[config.mk]
export PLATFORM = sky130hd
export DESIGN_NAME = fetch_stage_flat
export DESIGN_NICKNAME = d
export VERILOG_FILES = /design/src/rtl/fetch_pkg.sv /design/src/rtl/fetch_stage_if.sv /design/src/rtl/fetch_stage_imem.sv /design/src/rtl/fetch_stage.sv /design/src/flat_wrapper.sv
export SDC_FILE = /design/constraint.sdc
export NUM_CORES = 1
export LEC_CHECK = 0
export BUFFER_PORTS_ARGS = -buffer_cell sky130_fd_sc_hd__buf_2
export CAP_MARGIN = 10
export CORE_ASPECT_RATIO = 0.9
export CORE_MARGIN = 1
export CORE_UTILIZATION = 45
export DETAILED_ROUTE_END_ITERATION = 7
export GPL_ROUTABILITY_DRIVEN = 0
export PLACE_DENSITY_LB_ADDON = 0.2
export SETUP_SLACK_MARGIN = 0.15
export SYNTH_ARGS = -nofsm -noshare
export SYNTH_HDL_FRONTEND = slang
export SYNTH_SLANG_ARGS = --single-unit
[constraint.sdc]
create_clock -name clk -period 5 [get_ports clk]
set_input_delay 0.75 -clock clk [delete_from_list [all_inputs] [get_ports clk]]
set_output_delay 0.75 -clock clk [all_outputs]
set_load 0.01 [all_outputs]
[src/rtl/fetch_pkg.sv]
// Shared types and constants for the LEGv8 fetch stage: instruction width,
// bubble encoding, next-PC select encoding and the instruction ROM image.
package fetch_pkg;

    localparam int unsigned INSTR_W        = 32;
    localparam logic [INSTR_W-1:0] BUBBLE  = 32'h0000_0000;

    localparam int unsigned IMEM_INIT_AW    = 6;
    localparam int unsigned IMEM_INIT_WORDS = 1 << IMEM_INIT_AW;

    // Words 0..3: ldur, stur, add, cbz; everything else decodes as a bubble.
    localparam logic [INSTR_W-1:0] IMEM_INIT [IMEM_INIT_WORDS] = '{
        0:       32'hF840_03E9,
        1:       32'hF800_03E9,
        2:       32'h8B0A_0129,
        3:       32'hB400_0040,
        default: 32'h0000_0000
    };

    typedef enum logic [1:0] {
        PC_SEL_RESET  = 2'd0,
        PC_SEL_BRANCH = 2'd1,
        PC_SEL_HOLD   = 2'd2,
        PC_SEL_SEQ    = 2'd3
    } pc_sel_e;

    function automatic logic [INSTR_W-1:0] imem_init_word(input int unsigned idx);
        logic [INSTR_W-1:0] word;
        word = BUBBLE;
        if (idx < IMEM_INIT_WORDS) begin
            word = IMEM_INIT[idx[IMEM_INIT_AW-1:0]];
        end
        return word;
    endfunction

endpackage

[src/rtl/fetch_stage_if.sv]
// Fetch-stage control/result bundle. With FETCH_PERF_EN defined it also
// carries the fetch/stall performance counters.
interface fetch_stage_if #(
    parameter int unsigned N = 64
);
    logic           Stall;
    logic           PCSrc;
    logic [N-1:0]   PCBranch;
    logic [31:0]    instr_D;
    logic [N-1:0]   pc_D;
    logic           valid_D;
    logic [N-1:0]   pc_F;
`ifdef FETCH_PERF_EN
    logic [31:0]    fetch_count;
    logic [31:0]    stall_count;

    modport master (
        output Stall, PCSrc, PCBranch,
        input  instr_D, pc_D, valid_D, pc_F, fetch_count, stall_count
    );
    modport slave (
        input  Stall, PCSrc, PCBranch,
        output instr_D, pc_D, valid_D, pc_F, fetch_count, stall_count
    );
`else
    modport master (
        output Stall, PCSrc, PCBranch,
        input  instr_D, pc_D, valid_D, pc_F
    );
    modport slave (
        input  Stall, PCSrc, PCBranch,
        output instr_D, pc_D, valid_D, pc_F
    );
`endif
endinterface

[src/rtl/fetch_stage_imem.sv]
// Read-only instruction memory with combinational read, contents taken
// from fetch_pkg::IMEM_INIT (words beyond the image read as zero).
module imem
    import fetch_pkg::*;
#(
    parameter int unsigned WORDS = 64
) (
    input  logic [$clog2(WORDS)-1:0] i_addr,
    output logic [INSTR_W-1:0]       o_data
);

    logic [INSTR_W-1:0] w_rom [WORDS];

    for (genvar g = 0; g < WORDS; g++) begin : g_rom
        assign w_rom[g] = imem_init_word(g);
    end

    assign o_data = w_rom[i_addr];

endmodule

[src/rtl/fetch_stage.sv]
// LEGv8 instruction-fetch stage: PC register, next-PC mux and IF/ID register.
// Optional FETCH_PERF_EN adds fetch/stall counters on the interface.
module fetch_stage
    import fetch_pkg::*;
#(
    parameter int unsigned   N          = 64,
    parameter int unsigned   IMEM_WORDS = 64,
    parameter logic [N-1:0]  RESET_PC   = '0
) (
    input  logic        clk,
    input  logic        reset,
    fetch_stage_if.slave fs
);

    localparam int unsigned  AW      = $clog2(IMEM_WORDS);
    localparam logic [N-1:0] PC_STEP = N'(4);

    logic [N-1:0]       r_pc_f;
    logic [N-1:0]       r_pc_d;
    logic [INSTR_W-1:0] r_instr_d;
    logic               r_valid_d;

    pc_sel_e            w_sel;
    logic [N-1:0]       w_pc_next;
    logic [AW-1:0]      w_imem_addr;
    logic [INSTR_W-1:0] w_imem_word;

    // Byte address to word index; upper bits dropped so fetch wraps in the ROM.
    assign w_imem_addr = r_pc_f[AW+1:2];

    imem #(
        .WORDS (IMEM_WORDS)
    ) u_imem (
        .i_addr (w_imem_addr),
        .o_data (w_imem_word)
    );

    always_comb begin
        w_sel = PC_SEL_SEQ;
        if (reset) begin
            w_sel = PC_SEL_RESET;
        end else if (fs.PCSrc) begin
            w_sel = PC_SEL_BRANCH;
        end else if (fs.Stall) begin
            w_sel = PC_SEL_HOLD;
        end
    end

    always_comb begin
        w_pc_next = r_pc_f + PC_STEP;
        case (w_sel)
            PC_SEL_RESET:  w_pc_next = RESET_PC;
            PC_SEL_BRANCH: w_pc_next = fs.PCBranch;
            PC_SEL_HOLD:   w_pc_next = r_pc_f;
            default:       w_pc_next = r_pc_f + PC_STEP;
        endcase
    end

    always_ff @(posedge clk) begin
        r_pc_f <= w_pc_next;
    end

    // Reset and redirect both leave a bubble in IF/ID.
    always_ff @(posedge clk) begin
        case (w_sel)
            PC_SEL_RESET, PC_SEL_BRANCH: begin
                r_instr_d <= BUBBLE;
                r_pc_d    <= '0;
                r_valid_d <= 1'b0;
            end
            PC_SEL_HOLD: begin
                r_instr_d <= r_instr_d;
                r_pc_d    <= r_pc_d;
                r_valid_d <= r_valid_d;
            end
            default: begin
                r_instr_d <= w_imem_word;
                r_pc_d    <= r_pc_f;
                r_valid_d <= 1'b1;
            end
        endcase
    end

    assign fs.instr_D = r_instr_d;
    assign fs.pc_D    = r_pc_d;
    assign fs.valid_D = r_valid_d;
    assign fs.pc_F    = r_pc_f;

`ifdef FETCH_PERF_EN
    logic [31:0] r_fetch_count;
    logic [31:0] r_stall_count;

    always_ff @(posedge clk) begin
        if (w_sel == PC_SEL_RESET) begin
            r_fetch_count <= '0;
            r_stall_count <= '0;
        end else begin
            if (w_sel == PC_SEL_SEQ) begin
                r_fetch_count <= r_fetch_count + 32'd1;
            end
            if (w_sel == PC_SEL_HOLD) begin
                r_stall_count <= r_stall_count + 32'd1;
            end
        end
    end

    assign fs.fetch_count = r_fetch_count;
    assign fs.stall_count = r_stall_count;
`endif

endmodule

[src/flat_wrapper.sv]
// flat-port wrapper written by rule: the top's interface ports become plain ports
module fetch_stage_flat import fetch_pkg::*;
#(
    parameter int unsigned   N          = 64,
    parameter int unsigned   IMEM_WORDS = 64,
    parameter logic [N-1:0]  RESET_PC   = '0
)
  (clk, reset, fs_Stall, fs_PCSrc, fs_PCBranch, fs_instr_D, fs_pc_D, fs_valid_D, fs_pc_F);
  fetch_stage_if #(.N(N)) fs_i ();
  input  logic clk;
  input  logic reset;
  input wire logic [$bits(fs_i.Stall)-1:0] fs_Stall;
  input wire logic [$bits(fs_i.PCSrc)-1:0] fs_PCSrc;
  input wire logic [$bits(fs_i.PCBranch)-1:0] fs_PCBranch;
  output wire logic [$bits(fs_i.instr_D)-1:0] fs_instr_D;
  output wire logic [$bits(fs_i.pc_D)-1:0] fs_pc_D;
  output wire logic [$bits(fs_i.valid_D)-1:0] fs_valid_D;
  output wire logic [$bits(fs_i.pc_F)-1:0] fs_pc_F;
  assign fs_i.Stall = fs_Stall;
  assign fs_i.PCSrc = fs_PCSrc;
  assign fs_i.PCBranch = fs_PCBranch;
  assign fs_instr_D = fs_i.instr_D;
  assign fs_pc_D = fs_i.pc_D;
  assign fs_valid_D = fs_i.valid_D;
  assign fs_pc_F = fs_i.pc_F;
  fetch_stage #(.N(N), .IMEM_WORDS(IMEM_WORDS), .RESET_PC(RESET_PC)) u_core (.clk(clk), .reset(reset), .fs(fs_i));
endmodule
==> out/metrics.cfg <==
[drt]
detailedRoute.firstIterationViolations = 461
dr.pass1.iters = 7
avgViaCountPerCell = 5.51
vias = 5762
wl_mm = 18.5
drcViolationCount = 0
routedWlPerCell_um = 17.7
drtAntennaViolNets = 0

[clocking]
cts_buffers = 17
cts_hold_buffers = 0
clk_path_buf_depth = 2
clock-sinks = 136
post_cts_buffers = 0
cts_tree = yes
cts.repair.resized = 0
clk_latency_ps = 420
ctsRootBufferMaster = clkbuf_16
htreeDepth = 4
clkTransAtPathRegs_ps = 60

[worst_setup_path]
cp-startpoint = u_core.fs.pc_F[3]
worst-path-stages = 5
cp-end-kind = register
critPathMostFrequentCell = or4_1
r2r_start = u_core.fs.pc_F[3]
crit_family = simple AND/OR/NAND/NOR gates
crit_path_cell_trace = nand3_1, or4_1, or4_1, or3_1, a311oi_1
required_ps = 5230
critPathMaxFanout = 9
worstRegToRegCells = 5
cpPeakStageDelay_ps = 720
critical_path_class = reg -> reg
rrSetupSlack_ps = 1950
slowest_stage = or4_1
rr_endpoint = u_core.fs.pc_F[57]
cp-endpoint = u_core.fs.pc_F[57]
path_buf_inv = 0
start_kind = register
cp_data_arrival_time_ps = 3280

[sta]
finClkSkew_ps = 9.11
holdWs_ps = 543
fmax_mhz = 328
setup_tns_ps = 0
period_share_pct = 61.0
hold_viol_final = 0
setup_viol = 0
slew_viol_final = 0
rsz0062_at_grt = false
period_minus_slack_ps = 3050
max_slew_margin_pct = 40.8
worst_pin_slew_ps = 886

[global_route]
antenna_found_initial = 1
grt_max_degree = 70
grt_overflow = 0
grt_pass1_vias = 5434
grt_usage_pct = 23.4
grt_pass1_wl_mm = 28.7

[layout]
regArea_mm2 = 0.00408
syn2layout_area_growth_pct = 24.2
postLayoutCoreUtil_pct = 56.9
fin_nets = 899
multi_input_area_mm2 = 0.00265
drive_gt1_share_pct = 30.6
final_area_mm2 = 0.00876
n_fill_cell = 1392

[floorplanning]
dieArea_mm2 = 0.0162
start_util_pct = 45.8
die_h_um = 121
rows = 43
placeableCoreArea_mm2 = 0.0154
io_pins = 229
die_width_um = 134

[pwr]
irDropWorstVdd_v = 0.000276
cellLeakagePower_uw = 0.00367
power_density_mw_per_mm2 = 347

[placed_design]
placed_cell_area_mm2 = 0.00817
io_buffer_count = 214
hpwl_mm = 12.7

[outcome]
status = finished clean

[yosys]
synth_edf_count = 136
synthCells = 639
ys_types = 43
synthFlopType = edfxtp_1
async_flop_share_pct = 0
synth_area_leaders = edfxtp_1 (58%), and2_1 (5.2%), nor2_1 (4.2%)
yosysWarningCount = 0
syn_area_mm2 = 0.00705
ys_seq_area_share_pct = 57.9
synth_top_area_share_pct = 57.9
post-synth-top-area-cell = edfxtp_1
syn_avg_cell_area_um2 = 11.0
ys_seq_elements = 136

[hold_path]
hp-class = reg -> reg
holdPathStages = 1

[flow_run]
max_cap_violations = 0

-- metrics by stage --
step           instances  setup WS (ps)  power (uW)
2_1_floorplan        652            222        1660
3_3_place_gp        1012           1720        1810
3_5_place_dp        1012           1640        1810
4_1_cts             1044           1970        3050
5_1_grt             1044           1810        3140
6_report            1045           1950        3040
-- cells by family (layout without fill, tap and decap cells) --
logic type	after synthesis	count (layout)	synth area share, %
AOI/OAI and AO/OA	82	82	8.18
buffers and inverters	76	266	5.43
other	1	15	0.0532
xor gates and xnor gates	37	37	4.60
muxes	3	3	0.426
DFF	136	136	57.9
and+or+nand+nor	302	302	23.0
adders and majority gates	2	2	0.355
-- worst reg2reg max path: stages (launching register included) --
cell and delay, ps:
edfxtp_1 490, nand3_1 240, or4_1 720, or4_1 710
or3_1 400, a311oi_1 300
-- cells in the final DEF (no fill, tap or decap), drive strengths merged, types with 2 or more instances in the layout --
cell / n
a311oi: 13
xor2: 16
clkinvlp: 4
and2: 59
and4: 7
conb: 14
ha: 2
edfxtp: 136
nor2b: 2
or3: 11
o31ai: 5
nand3: 25
mux2i: 3
buf: 220
or2: 2
nor4: 18
a211oi: 28
a2111oi: 3
o31a: 3
clkinv: 8
a21oi: 15
and3: 8
o21ai: 10
nor3: 12
nand2: 35
a22oi: 2
inv: 14
nor2: 78
nand4: 28
clkbuf: 17
or4: 13
xnor2: 21
bufinv: 3
-- state kept, by name (all words and copies together), names as in the netlist --
name and count:
u_core.fs.instr_D 7, u_core.fs.pc_D 64, u_core.fs.pc_F 64, u_core.fs.valid_D 1
-- area by class of cell --
| type | count | area share [%] |
|---|---|---|
| clock inverter | 15 | 1.83 |
| multi-input combinational | 440 | 30.3 |
| tap | 202 | 2.89 |
| timing repair buffer | 220 | 12.9 |
| sequential | 136 | 46.6 |
| antenna | 1 | 0.0286 |
| inverter | 14 | 0.600 |
| clock buffer | 17 | 4.86 |
-- per-layer routing --
| layer | track usage [%] | part of all wire, % | routed length [um] | up-vias |
|---|---|---|---|---|
| met2 | 36.7 | 46 | 8580 | 298 |
| met5 | 0 | 0 | 0 | - |
| met1 | 30.4 | 43 | 7920 | 2705 |
| li1 | - | - | - | 2726 |
| met3 | 6.50 | 8.4 | 1540 | 33 |
| met4 | 9.80 | 2.3 | 416 | 0 |
-- synthesized netlist by cell type (all sizes together) (2+ instances only) --
cell	instances
nor4	18
xor2	16
nor2	78
inv	13
and3	8
o31ai	5
clkbuf	33
nor3	12
nor2b	2
buf	29
o31a	3
or2	2
nand2	35
or4	13
nand4	28
edfxtp	136
and2	59
a211oi	28
or3	11
and4	7
ha	2
a21oi	15
a2111oi	3
o21ai	10
mux2i	3
a22oi	2
a311oi	13
nand3	25
xnor2	21
-- worst min path at each step --
| stage | start | end |
|---|---|---|
| after detailed placement | u_core.fs.pc_F[0] | u_core.fs.pc_D[0] |
| after global placement | u_core.fs.pc_F[1] | u_core.fs.pc_D[1] |
| after global routing | u_core.fs.pc_F[0] | u_core.fs.pc_D[0] |
| after CTS | u_core.fs.pc_F[0] | u_core.fs.pc_D[0] |
| final | u_core.fs.pc_F[0] | u_core.fs.pc_D[0] |
| after floorplan | u_core.fs.pc_F[0] | u_core.fs.pc_D[0] |
-- power by group --
part | switching [uW] | leakage, uW | internal, uW
Clock | 469 | 0.000277 | 773
Combinational | 197 | 0.00184 | 139
Sequential | 99.3 | 0.00155 | 1360
Total | 765 | 0.00367 | 2270
No activity file was read; power rests on OpenSTA's default activity.
